`src/rtl/cache_ctrl.sv`:
```
// cache_ctrl: blocking cache controller between a CPU pipeline, a cache array and memory.
// Latency: read hit 0 cycles (combinational); read miss = memory ack cycles + 3 to stall release.
// Backpressure: stall freezes the CPU; memory handshake is req held until a one-cycle ack.
//
// Ports:
//   clk, rst                      rising-edge clock, synchronous active-low reset
//   cpu_rd/cpu_wr/cpu_addr/cpu_wdata   CPU load/store request (store wins if both set)
//   cpu_rdata, stall              load result and pipeline freeze
//   c_hit, c_rdata, c_raddr       cache lookup (c_raddr follows cpu_addr combinationally)
//   c_waddr, c_wdata, c_dwe       cache fill port, one-cycle write strobe
//   mem_req/mem_we/mem_addr/mem_wdata/mem_rdata/mem_ack   memory request/ack handshake
//
// Build option: define CACHE_CTRL_WBUF_EN to add a one-entry posted write buffer so that
// stores into an empty buffer do not stall the CPU.

module cache_ctrl #(
  parameter int ADDR_W = 8,
  parameter int DATA_W = 16
) (
  input  logic              clk,
  input  logic              rst,
  input  logic              cpu_rd,
  input  logic              cpu_wr,
  input  logic [ADDR_W-1:0] cpu_addr,
  input  logic [DATA_W-1:0] cpu_wdata,
  output logic [DATA_W-1:0] cpu_rdata,
  output logic              stall,
  input  logic              c_hit,
  input  logic [DATA_W-1:0] c_rdata,
  output logic [ADDR_W-1:0] c_raddr,
  output logic [ADDR_W-1:0] c_waddr,
  output logic [DATA_W-1:0] c_wdata,
  output logic              c_dwe,
  output logic              mem_req,
  output logic              mem_we,
  output logic [ADDR_W-1:0] mem_addr,
  output logic [DATA_W-1:0] mem_wdata,
  input  logic [DATA_W-1:0] mem_rdata,
  input  logic              mem_ack
);

  typedef enum logic [2:0] {
    IDLE   = 3'd0,
    RD_REQ = 3'd1,
    FILL   = 3'd2,
    RESP   = 3'd3,
    WR_REQ = 3'd4
  } state_t;

  state_t            r_state;
  logic [DATA_W-1:0] r_cpu_rdata;
  logic              r_c_dwe;
  logic [ADDR_W-1:0] r_c_waddr;
  logic [DATA_W-1:0] r_c_wdata;
  logic              r_mem_req;
  logic              r_mem_we;
  logic [ADDR_W-1:0] r_mem_addr;
  logic [DATA_W-1:0] r_mem_wdata;

  logic w_idle;
  logic w_store;
  logic w_load;
  logic w_hit;
  logic w_miss;
  logic w_store_go;
  logic w_miss_go;
  logic w_stall;

  // Request decode only happens in IDLE; a store masks a simultaneous load.
  assign w_idle  = (r_state == IDLE);
  assign w_store = rst && w_idle && cpu_wr;
  assign w_load  = rst && w_idle && cpu_rd && !cpu_wr;
  assign w_hit   = w_load && c_hit;
  assign w_miss  = w_load && !c_hit;

`ifdef CACHE_CTRL_WBUF_EN
  // Buffer entry is the in-flight memory write; it owns the memory port until acked.
  logic r_wb_vld;

  // A miss must not overtake a buffered write, so it waits in IDLE (stalled) until drain.
  assign w_store_go = w_store && !r_wb_vld;
  assign w_miss_go  = w_miss && !r_wb_vld;
  assign w_stall    = (w_store && r_wb_vld) || w_miss ||
                      (r_state == RD_REQ) || (r_state == FILL);
`else
  assign w_store_go = w_store;
  assign w_miss_go  = w_miss;
  // Stall drops in the ack cycle itself so the CPU retires the store on that edge
  // and does not present it again when the FSM is back in IDLE.
  assign w_stall    = w_store || w_miss ||
                      (r_state == RD_REQ) || (r_state == FILL) ||
                      ((r_state == WR_REQ) && !mem_ack);
`endif

  assign stall     = rst && w_stall;
  assign cpu_rdata = w_hit ? c_rdata : r_cpu_rdata;
  assign c_raddr   = cpu_addr;
  assign c_waddr   = r_c_waddr;
  assign c_wdata   = r_c_wdata;
  assign c_dwe     = r_c_dwe;
  assign mem_req   = r_mem_req;
  assign mem_we    = r_mem_we;
  assign mem_addr  = r_mem_addr;
  assign mem_wdata = r_mem_wdata;

  always_ff @(posedge clk) begin
    if (!rst) begin
      r_state     <= IDLE;
      r_cpu_rdata <= '0;
      r_c_dwe     <= 1'b0;
      r_c_waddr   <= '0;
      r_c_wdata   <= '0;
      r_mem_req   <= 1'b0;
      r_mem_we    <= 1'b0;
      r_mem_addr  <= '0;
      r_mem_wdata <= '0;
`ifdef CACHE_CTRL_WBUF_EN
      r_wb_vld    <= 1'b0;
`endif
    end else begin
      // Fill strobe is a single-cycle pulse unless re-armed below.
      r_c_dwe <= 1'b0;
`ifdef CACHE_CTRL_WBUF_EN
      if (r_wb_vld && mem_ack) begin
        r_wb_vld  <= 1'b0;
        r_mem_req <= 1'b0;
        r_mem_we  <= 1'b0;
      end
`endif
      case (r_state)
        IDLE: begin
          if (w_store_go) begin
            // Write-allocate/write-through: cache fill and memory write start together.
            r_mem_req   <= 1'b1;
            r_mem_we    <= 1'b1;
            r_mem_addr  <= cpu_addr;
            r_mem_wdata <= cpu_wdata;
            r_c_dwe     <= 1'b1;
            r_c_waddr   <= cpu_addr;
            r_c_wdata   <= cpu_wdata;
`ifdef CACHE_CTRL_WBUF_EN
            r_wb_vld    <= 1'b1;
`else
            r_state     <= WR_REQ;
`endif
          end else if (w_miss_go) begin
            r_mem_req  <= 1'b1;
            r_mem_we   <= 1'b0;
            r_mem_addr <= cpu_addr;
            r_state    <= RD_REQ;
          end
        end
        RD_REQ: begin
          if (mem_ack) begin
            // r_c_wdata doubles as the registered miss data for the RESP cycle.
            r_mem_req <= 1'b0;
            r_c_dwe   <= 1'b1;
            r_c_waddr <= r_mem_addr;
            r_c_wdata <= mem_rdata;
            r_state   <= FILL;
          end
        end
        FILL: begin
          r_cpu_rdata <= r_c_wdata;
          r_state     <= RESP;
        end
        RESP: begin
          r_state <= IDLE;
        end
        WR_REQ: begin
          if (mem_ack) begin
            r_mem_req <= 1'b0;
            r_mem_we  <= 1'b0;
            r_state   <= IDLE;
          end
        end
        default: begin
          r_state <= IDLE;
        end
      endcase
    end
  end

endmodule

```
`config.mk`:
```
export PLATFORM = sky130hd
export DESIGN_NAME = cache_ctrl
export DESIGN_NICKNAME = d
export VERILOG_FILES = /design/src/rtl/cache_ctrl.sv
export SDC_FILE = /design/constraint.sdc
export NUM_CORES = 1
export LEC_CHECK = 0
export CAP_MARGIN = 10
export CELL_PAD_IN_SITES_DETAIL_PLACEMENT = 1
export CELL_PAD_IN_SITES_GLOBAL_PLACEMENT = 2
export CORE_MARGIN = 5
export CORE_UTILIZATION = 26
export CTS_CLUSTER_SIZE = 16
export DETAILED_ROUTE_END_ITERATION = 8
export PLACE_DENSITY = 0.95
export REMOVE_ABC_BUFFERS = 1
export SYNTH_ARGS = -nofsm -noshare
export SYNTH_HDL_FRONTEND = slang
export SYNTH_SLANG_ARGS = --single-unit
```
`constraint.sdc`:
```
create_clock -name clk -period 5.8 [get_ports clk]
set_input_delay 1.45 -clock clk [delete_from_list [all_inputs] [get_ports clk]]
set_output_delay 1.45 -clock clk [all_outputs]
set_load 0.02 [all_outputs]
```
==> impl_metrics.yaml <==
outcome:
  status: "completed"
sta:
  rsz0062_at_grt: "false"
  max_freq_mhz: 202
  skew_ns: 0.00580
  min_period_over_period: 0.855
  worst_slew_pin_slew_ns: 1.12
  setup_viol: 0
  tns_ns: 0
  maxSlewHeadroom: 0.255
  finalHoldViolCount: 0
  maxSlewViolCount: 0
  period_needed_ns: 4.96
clock_network:
  cts_max_level: 3
  clockRootBuffer: "clkbuf_16"
  cts.path.max_buffers: 2
  clock-sinks: 70
  post_cts_buffers: 0
  clock_latency_ns: 0.34
  post_cts_resized: 0
  cts_buffers: 9
  cts_tree: "built"
  hold_buffers: 0
  clk_pin_slew_worst_paths_ns: 0.06
critical_path:
  required_ns: 4.35
  rr_endpoint: "c_wdata[6]"
  startpoint_type: "primary input"
  r2r.worst_path.cells: 5
  crit_type: "primary input to primary output"
  critPathArrivalTime_ns: 3.51
  endpoint_kind: "primary output"
  rr_startpoint: "r_state[0]"
  path_max_fanout: 16
  regToRegSetupSlack_ns: 3.50
yosys:
  yosysSeqAreaShare: 0.419
  yosys.cell_types.count: 30
  synth_seq_cells: 70
  yosysWarnings: 0
  synth_top_family_by_area: "compound AO/OA/AOI/OAI gates"
  synth.area.mux_share: 0.0921
  synthAdderAreaFrac: 0
  yosys.area_share.simple: 0.159
  syn_area_um2: 3340
  synthCells: 373
  synth_compound_area_frac: 0.229
  synth_xor_area_frac: 0.00262
  syn-mean-instance-area_um2: 8.96
final_layout:
  drive_gt1_frac: 0.0854
  mostFrequentLayoutCell: "clkdlybuf4s50_1"
  final_cell_mix: "clkdlybuf4s50_1 (136), nand2_1 (70), dfxtp_1 (70)"
  area_growth_pct: 50.4
  antenna-diode-count: 0
  nets: 550
  fin_cells: 664
  fillers: 1460
grt:
  grt_use_total: 0.151
  grt_pass1_wl_um: 17600
  grt_pass1_vias: 3377
  antenna_found_initial: 1
  grt_overflow: 0
  grt_max_degree: 72
placement:
  dp_hpwl_um: 7860
  gp_congestion: 0.692
  dp.cells: 649
  numPortBuffers: 137
route:
  vias: 3147
  ant_nets: 0
  highest_layer: "met5"
  wl_met2_um: 5430
  drt_iter0_drc: 82
  wl_met1_um: 4940
  first_pass_iters: 4
  drc: 0
  wl_um: 11500
  wl_per_cell_um: 17.2
  wl_met3_um: 818
  vias_per_cell: 4.74
floorplan:
  start_util: 0.265
  core_area_um2: 12600
  dieWidth_um: 123
  ioPinCount: 138
  die_h_um: 123
  floorplan.rows: 41
  fp.dieArea_um2: 15200
worst_hold_path:
  min_path_type: "flip-flop to flip-flop"
  holdPathEnd: "mem_req"
  worstHoldStart: "mem_req"
  holdPathStages: 2
pwr:
  ir_drop_uv: 127
  p_per_area_nw_per_um2: 274
  leakagePower_nw: 2.15
job:
  maxCapViolations: 0
worst max-delay path, cell delays in order:
cell and delay [ns]:
clkdlybuf4s50_1 0.52, and4b_1 0.29, buf_4 0.29, mux2_2 0.38
clkdlybuf4s50_1 0.56
per-layer routing:
metal / vias to the layer above / GRT usage
met4: 2 / 0.0699
met1: 1519 / 0.174
li1: 1501 / -
met5: - / 0
met2: 102 / 0.251
met3: 23 / 0.0535
flip-flops by register name, summed over array words and instances, names as in the netlist:
| register | count |
|---|---|
| mem_addr | 8 |
| r_state | 3 |
| mem_wdata | 16 |
| c_dwe | 1 |
| r_cpu_rdata | 16 |
| mem_we | 1 |
| c_wdata | 16 |
| c_waddr | 8 |
| mem_req | 1 |
power breakdown:
part	switching, W	internal (W)
Combinational	0.000151	0.000147
Clock	0.000205	0.000334
Sequential	0.0000246	0.000514
Total	0.000381	0.000996
final cells by class:
cell class	count	area [um2]	share of cell area
Inverter	25	93.8	0.0187
Tap cell	172	215	0.0428
Multi-Input combinational cell	239	1620	0.322
Clock buffer	15	288	0.0572
Timing Repair Buffer	143	1410	0.281
Sequential cell	70	1400	0.279
how the worst max path moves through the flow:
stage | slack, ns | startpoint | to
6_report | 0.84 | cpu_wr | cpu_rdata[1]
5_1_grt | 0.78 | cpu_wr | cpu_rdata[1]
4_1_cts | 0.83 | cpu_wr | cpu_rdata[1]
3_5_place_dp | 0.83 | cpu_wr | cpu_rdata[1]
3_3_place_gp | 0.90 | cpu_wr | cpu_rdata[4]
2_1_floorplan | 1.53 | rst | cpu_rdata[0]
synthesized netlist by cell type:
| master | n | share of area |
|---|---|---|
| a21boi_0 | 31 | 0.070 |
| a21boi_1 | 2 | 0.0045 |
| a21oi_1 | 1 | 0.0015 |
| a31o_2 | 1 | 0.0026 |
| a31oi_1 | 1 | 0.0019 |
| and2_1 | 3 | 0.0056 |
| and4b_1 | 1 | 0.0030 |
| buf_12 | 1 | 0.0060 |
| buf_2 | 11 | 0.016 |
| buf_4 | 11 | 0.025 |
| buf_6 | 2 | 0.0067 |
| clkbuf_1 | 14 | 0.016 |
| dfxtp_1 | 70 | 0.42 |
| inv_1 | 25 | 0.028 |
| mux2_2 | 6 | 0.020 |
| mux2_4 | 10 | 0.045 |
| mux2i_1 | 9 | 0.027 |
| nand2_1 | 70 | 0.079 |
| nand2b_1 | 5 | 0.0094 |
| nor2_1 | 31 | 0.035 |
| nor2b_1 | 9 | 0.017 |
| nor4b_4 | 1 | 0.0071 |
| o2111a_1 | 1 | 0.0034 |
| o211a_1 | 24 | 0.072 |
| o211ai_1 | 1 | 0.0022 |
| o21a_1 | 2 | 0.0045 |
| o21ai_0 | 3 | 0.0045 |
| o221ai_1 | 24 | 0.063 |
| or2_2 | 2 | 0.0037 |
| xnor2_1 | 1 | 0.0026 |
cell families (layout without fill, tap and decap cells):
group | Yosys count | count (layout)
compound gates | 91 | 91
xor+xnor | 1 | 1
buf+inv | 64 | 183
flops | 70 | 70
mux | 25 | 25
simple gates | 122 | 122
per-stage QoR:
| stage | area (um2) | hold WS, ns | utilization | setup slack (ns) | total power, W |
|---|---|---|---|---|---|
| 2_1_floorplan | 3110 | 0.441 | - | 1.53 | 0.000677 |
| 3_3_place_gp | 4740 | 0.438 | 0.376 | 0.895 | 0.000843 |
| 3_5_place_dp | 4740 | 0.446 | 0.376 | 0.831 | 0.000851 |
| 4_1_cts | 5030 | 0.454 | 0.399 | 0.829 | 0.00140 |
| 5_1_grt | 5030 | 0.473 | 0.399 | 0.779 | 0.00144 |
| 6_report | 5030 | 0.449 | 0.399 | 0.839 | 0.00138 |
Note: power is estimated with default switching activity, not from simulation.
